File: src/rtl/vr_wheel_gen_if.sv
// Wheel generator control/observation bundle: run controls in, synthetic
// crank/cam signals and tooth position out.
interface vr_wheel_gen_if #(
  parameter int PRESC_W = 8,
  parameter int HALF_W  = 16
);
  logic               en;
  logic [PRESC_W-1:0] presc;
  logic [HALF_W-1:0]  half;
  logic               vr_out;
  logic               cam_out;
  logic [7:0]         tooth_idx;
  logic               tooth_stb;
  logic               rev_stb;

  modport master (
    output en, presc, half,
    input  vr_out, cam_out, tooth_idx, tooth_stb, rev_stb
  );

  modport slave (
    input  en, presc, half,
    output vr_out, cam_out, tooth_idx, tooth_stb, rev_stb
  );
endinterface

File: src/rtl/vr_wheel_gen.sv
// Synthetic 60-2 style VR crank and cam generator: prescaled tick counter
// shapes each tooth, the last present tooth stretches across the missing gap.
module vr_wheel_gen #(
  parameter int TOOTH_NUM = 60,
  parameter int GAP_NUM   = 2,
  parameter int PRESC_W   = 8,
  parameter int HALF_W    = 16,
  parameter int CAM_LEN   = 4
) (
  input  logic           clk,
  input  logic           rst,
  vr_wheel_gen_if.slave  bus
);
  localparam int         TOP_W    = HALF_W + 9;
  localparam logic [7:0] LAST_IDX = 8'(TOOTH_NUM - GAP_NUM - 1);
  localparam logic [8:0] GAP_MUL  = 9'((GAP_NUM + 1) * 2);
  localparam logic [7:0] CAM_IDX  = 8'(CAM_LEN);

  logic [PRESC_W-1:0] pcnt, presc_s;
  logic [HALF_W-1:0]  half_s, half_in;
  logic [TOP_W-1:0]   tcnt, top, mul;
  logic [7:0]         idx, idx_nxt;
  logic               rph, rph_nxt;
  logic               vr, cam, tstb, rstb;
  logic               tick, is_gap, tooth_end;

  assign half_in   = (bus.half == '0) ? HALF_W'(1) : bus.half;
  assign is_gap    = (idx == LAST_IDX);
  assign mul       = is_gap ? TOP_W'(GAP_MUL) : TOP_W'(2);
  assign top       = TOP_W'(half_s) * mul - TOP_W'(1);
  assign tick      = (pcnt == presc_s) & bus.en;
  assign tooth_end = tick & (tcnt == top);
  assign idx_nxt   = is_gap ? 8'd0 : idx + 8'd1;
  assign rph_nxt   = rph ^ is_gap;

  always_ff @(posedge clk) begin
    if (!rst) begin
      pcnt    <= '0;
      tcnt    <= '0;
      idx     <= '0;
      rph     <= 1'b0;
      vr      <= 1'b0;
      cam     <= 1'b0;
      tstb    <= 1'b0;
      rstb    <= 1'b0;
      presc_s <= bus.presc;
      half_s  <= half_in;
    end else begin
      tstb <= 1'b0;
      rstb <= 1'b0;
      if (bus.en) begin
        pcnt <= tick ? '0 : pcnt + 1'b1;
        if (tooth_end) begin
          // New tooth: operating point is latched here and held for the tooth.
          tcnt    <= '0;
          vr      <= 1'b0;
          idx     <= idx_nxt;
          rph     <= rph_nxt;
          cam     <= rph_nxt & (idx_nxt < CAM_IDX);
          tstb    <= 1'b1;
          rstb    <= (idx_nxt == 8'd0);
          presc_s <= bus.presc;
          half_s  <= half_in;
        end else if (tick) begin
          tcnt <= tcnt + 1'b1;
          if (tcnt == (top >> 1))
            vr <= 1'b1;
        end
      end
    end
  end

  assign bus.vr_out    = vr;
  assign bus.cam_out   = cam;
  assign bus.tooth_idx = idx;
  assign bus.tooth_stb = tstb;
  assign bus.rev_stb   = rstb;
endmodule

File: src/flat_wrapper.sv
// flat-port wrapper written by rule: the top's interface ports become plain ports
module vr_wheel_gen_flat 
#(
  parameter int TOOTH_NUM = 60,
  parameter int GAP_NUM   = 2,
  parameter int PRESC_W   = 8,
  parameter int HALF_W    = 16,
  parameter int CAM_LEN   = 4
)
  (clk, rst, bus_en, bus_presc, bus_half, bus_vr_out, bus_cam_out, bus_tooth_idx, bus_tooth_stb, bus_rev_stb);
  vr_wheel_gen_if #(.PRESC_W(PRESC_W), .HALF_W(HALF_W)) bus_i ();
  input  logic clk;
  input  logic rst;
  input wire logic [$bits(bus_i.en)-1:0] bus_en;
  input wire logic [$bits(bus_i.presc)-1:0] bus_presc;
  input wire logic [$bits(bus_i.half)-1:0] bus_half;
  output wire logic [$bits(bus_i.vr_out)-1:0] bus_vr_out;
  output wire logic [$bits(bus_i.cam_out)-1:0] bus_cam_out;
  output wire logic [$bits(bus_i.tooth_idx)-1:0] bus_tooth_idx;
  output wire logic [$bits(bus_i.tooth_stb)-1:0] bus_tooth_stb;
  output wire logic [$bits(bus_i.rev_stb)-1:0] bus_rev_stb;
  assign bus_i.en = bus_en;
  assign bus_i.presc = bus_presc;
  assign bus_i.half = bus_half;
  assign bus_vr_out = bus_i.vr_out;
  assign bus_cam_out = bus_i.cam_out;
  assign bus_tooth_idx = bus_i.tooth_idx;
  assign bus_tooth_stb = bus_i.tooth_stb;
  assign bus_rev_stb = bus_i.rev_stb;
  vr_wheel_gen #(.TOOTH_NUM(TOOTH_NUM), .GAP_NUM(GAP_NUM), .PRESC_W(PRESC_W), .HALF_W(HALF_W), .CAM_LEN(CAM_LEN)) u_core (.clk(clk), .rst(rst), .bus(bus_i));
endmodule
File: config.mk
export PLATFORM = sky130hd
export DESIGN_NAME = vr_wheel_gen_flat
export DESIGN_NICKNAME = d
export VERILOG_FILES = /design/src/rtl/vr_wheel_gen_if.sv /design/src/rtl/vr_wheel_gen.sv /design/src/flat_wrapper.sv
export SDC_FILE = /design/constraint.sdc
export NUM_CORES = 1
export LEC_CHECK = 0
export CAP_MARGIN = 25
export CORE_MARGIN = 3
export CORE_UTILIZATION = 55
export CTS_BUF_LIST = sky130_fd_sc_hd__clkbuf_4
export DETAILED_ROUTE_END_ITERATION = 7
export PLACE_DENSITY = 0.75
export SYNTH_ARGS = -nofsm -noshare
export SYNTH_HDL_FRONTEND = slang
export SYNTH_SLANG_ARGS = --single-unit
File: constraint.sdc
create_clock -name clk -period 7.1 [get_ports clk]
set_clock_uncertainty 0.2 [all_clocks]
set_input_delay 1.065 -clock clk [delete_from_list [all_inputs] [get_ports clk]]
set_output_delay 1.065 -clock clk [all_outputs]
set_load 0.01 [all_outputs]
==> metrics.md <==
| Metric | Value |
|---|---|
| Status | finished, final reports clean |
| H-tree depth | 3 |
| Area Overhead vs Synth | 9.492% |
| GR Overflow Total | 0 |
| Die ar. | about 11,000 um2 |
| CTS resizes | 0 |
| Chip width | about 110 um |
| R2r startpoint | u_core.bus.tooth_idx[0]$_SDFFE_PN0P_ |
| # fillers | 825 |
| # DRC | 0 |
| PnR Total Power | approximately 1.1 mW |
| Post-DP HPWL | between 8000 and 9000 um |
| GRT Total Usage | between 20% and 30% |
| Leakage | between 2 and 2.5 nW |
| DR pass1 iterations | 5 |
| Min-delay src | u_core.bus.cam_out$_SDFFE_PN0P_ |
| CP Data Required Time | 7.02 ns |
| Diodes inserted | 0 |
| Antenna viol nets, final | 0 |
| Crit start category | register |
| Max cap viols | 0 |
| Worst-Skew Late Latency | approximately 0.43 ns |
| Tcrit/Tclk final | about nine tenths |
| PD cells | roughly 180 nW/um2 |
| Layout cells sized above 1 | under 10% |
| Top Ports | 39 |
| Fin crit period | about 6.3 ns |
| Hold Path End | u_core.bus.cam_out$_SDFFE_PN0P_ |
| Final GP Congestion | about 0.9 |
| Vias per cell | approximately 5.6 |
| Avg WL per Cell | around 15 um |
| R2r setup slk | roughly 0.75 ns |
| Post-Syn Nets | 716 |
| Via count | between 4,000 and 5,000 |
| Chip height | around 110 um |
| Max clock buf depth | 2 |
| Clock Root Buffer | clkbuf_4 |
| Mean Syn Cell Area | 8.561 um2 |
| Vias in the first global route | 4,173 |
| R2R Path End | u_core.half_s[13]$_SDFFCE_PN0P_ |
| Clock Sinks | 70 |
| Max frequency | between 0.15 and 0.2 GHz |
| First-pass GRT wire length | roughly 20,000 um |
| Post-synth EDFFs | 24 |
| Initial Utilization | roughly 58% |
| Initial DRC Count | between 150 and 200 |
| Post-synthesis async set-or-reset flop share | 0% |
| Worst Path Arrival | 6.27 ns |
| Ys flop type | dfxtp_1 |
| Largest net degree at the start of global routing | 42 |
| CTS Buf Count | 9 |
| Post-CTS Hold Fix Bufs | 0 |
| Hold path depth | 2 |
| Cell Area, Placed | between 5000 and 6000 um2 |
| Seq/Total Area, Yosys | 30.01% |
| Detailed Route WL | between 10,000 and 15,000 um |
| Post-synthesis register bit count | 70 |
| Antenna violations before repair | 0 |
| Fin area | ~6000 um2 |
| Hold Vio Cnt, Final | 0 |
| Critical path capture point type | register |
| Worst reg2reg path depth | 19 |
| CTS tree | done |
| Post-Synthesis Cells | between 600 and 700 |
| Clock transition at path regs | about 0.13 ns |
| Commonest non-fill, non-tap cell in the layout | inv_1 |
| Most frequent cells in the layout | 60 x inv_1, 57 x nor2_1, 54 x nand2_1 |
| Worst slew margin | roughly 43% |
| Crit-path max FO | a little over 40 |
| Hold crit path type | register to register |
| Peak VDD IR | 120.7 uV |
| RSZ-0062 raised after global routing | no |
| WS Path Type | register to register |
| Setup violators final | 0 |
| Fin nets | just over 700 |
| Core area | ~9500 um2 |
| IO buf count | 38 |
| Post-CTS Setup Inserts | 0 |
| Row count | 35 |
| Syn Std Cell Area | around 5500 um2 |
| Netlist cell types | 74 |
| TNS Setup | 0 ns |
| Slew Limit Fails | 0 |
| Synth warnings | 0 |
| Worst slew pin tran | 0.8520 ns |
==> worst max-delay path by stage <==
stage | startpoint | cells past startpoint | end
floorplan | u_core.bus.tooth_idx[0]$_SDFFE_PN0P_ | 22 | u_core.half_s[0]$_SDFFCE_PN1P_
global placement | u_core.bus.tooth_idx[0]$_SDFFE_PN0P_ | 17 | u_core.half_s[12]$_SDFFCE_PN0P_
detailed placement | u_core.bus.tooth_idx[0]$_SDFFE_PN0P_ | 19 | u_core.half_s[12]$_SDFFCE_PN0P_
CTS | u_core.bus.tooth_idx[0]$_SDFFE_PN0P_ | 19 | u_core.half_s[12]$_SDFFCE_PN0P_
global route | u_core.bus.tooth_idx[0]$_SDFFE_PN0P_ | 19 | u_core.half_s[11]$_SDFFCE_PN0P_
finish | u_core.bus.tooth_idx[0]$_SDFFE_PN0P_ | 19 | u_core.half_s[13]$_SDFFCE_PN0P_
==> sequential cells by signal, summed over array words and instances, names as in the netlist <==
register              flops
u_core.bus.tooth_idx      8
u_core.bus.rev_stb        1
u_core.bus.vr_out         1
u_core.rph                1
u_core.bus.tooth_stb      1
u_core.pcnt               8
u_core.presc_s            8
u_core.half_s            16
u_core.tcnt              25
u_core.bus.cam_out        1
==> cell type report <==
cell class / count / area, um2 / share of cell area [%]
inverter: 60 / 225.2 / 3.760
multi-input combinational: 459 / 3374 / 56.34
tap: 129 / 161.4 / 2.695
clock inverter: 7 / 96.34 / 1.609
sequential: 70 / 1642 / 27.41
timing repair buffer: 42 / 422.9 / 7.061
clock buffer: 9 / 67.56 / 1.128
==> critical path, stage by stage (launching register included) <==
cell       delay [ns]
dfxtp_1          0.49
ha_1             0.20
or4b_4           0.50
nor2_2           0.69
nand2_1          0.14
ha_1             0.30
inv_1            0.04
ha_1             0.27
ha_1             0.16
inv_1            0.06
fa_1             0.40
nand2b_1         0.20
o2bb2ai_1        0.19
xnor3_1          0.19
or4bb_1          0.54
a2111oi_2        0.22
nand4b_1         0.14
and4b_2          0.47
a21o_2           0.34
buf_12           0.26
==> logic make-up after synthesis <==
| logic type | Yosys count | synth area share [%] |
|---|---|---|
| AO/OA/AOI/OAI | 87 | 12.01 |
| XOR/XNOR | 83 | 14.96 |
| adder cells (fa/ha/maj) | 50 | 11.57 |
| buffers and inverters | 110 | 8.326 |
| flip-flops | 70 | 30.01 |
| multiplexers | 8 | 1.464 |
| AND/OR/NAND/NOR | 231 | 21.66 |
==> power by group <==
| part | switching [mW] | total [mW] | internal, mW |
|---|---|---|---|
| registers | 0.0101 | 0.438 | 0.428 |
| clock network | 0.157 | 0.301 | 0.144 |
| logic | 0.195 | 0.357 | 0.162 |
| total | 0.362 | 1.10 | 0.734 |
==> metrics by stage <==
step / hold slack (ns) / util [%] / cells / setup WS [ns]
final: 0.2688 / 63.32 / 776 / 0.7507
after global routing: 0.2979 / 63.32 / 776 / 0.3926
after CTS: 0.2734 / 63.32 / 776 / 0.7927
after detailed placement: 0.2555 / 61.59 / 760 / 0.8325
after global placement: 0.2481 / 61.59 / 760 / 1.043
after floorplan: 0.2584 / - / 639 / 1.292
==> cell usage after synthesis, types with 7 or more instances <==
cell type  number  area [um2]
dfxtp_1        46       920.9
nand2b_1        9       56.30
nand3_1        26       130.1
nand4_1        11       68.82
edfxtp_1       24       720.7
xnor2_1        44       385.4
xor2_1         32       280.3
o21ai_0         7       35.03
mux2i_1         8       80.08
nor3_1         17       85.08
nand2_1        54       202.7
inv_1          60       225.2
ha_1           49       613.1
and3_1          8       50.05
a21oi_1        23       115.1
nor2_1         57       214.0
clkbuf_1       31       116.4
a21o_1         11       82.58
or3_1           7       43.79
buf_4           7       52.55
==> layer usage <==
| metal | global-route usage [%] | routed length [um] |
|---|---|---|
| met2 | 34.93 | 5405 |
| met4 | 5.088 | 170 |
| met1 | 29.82 | 5584 |
| met3 | 3.368 | 452 |
| met5 | 0 | 0 |
No activity file was read; power rests on OpenSTA's default activity.
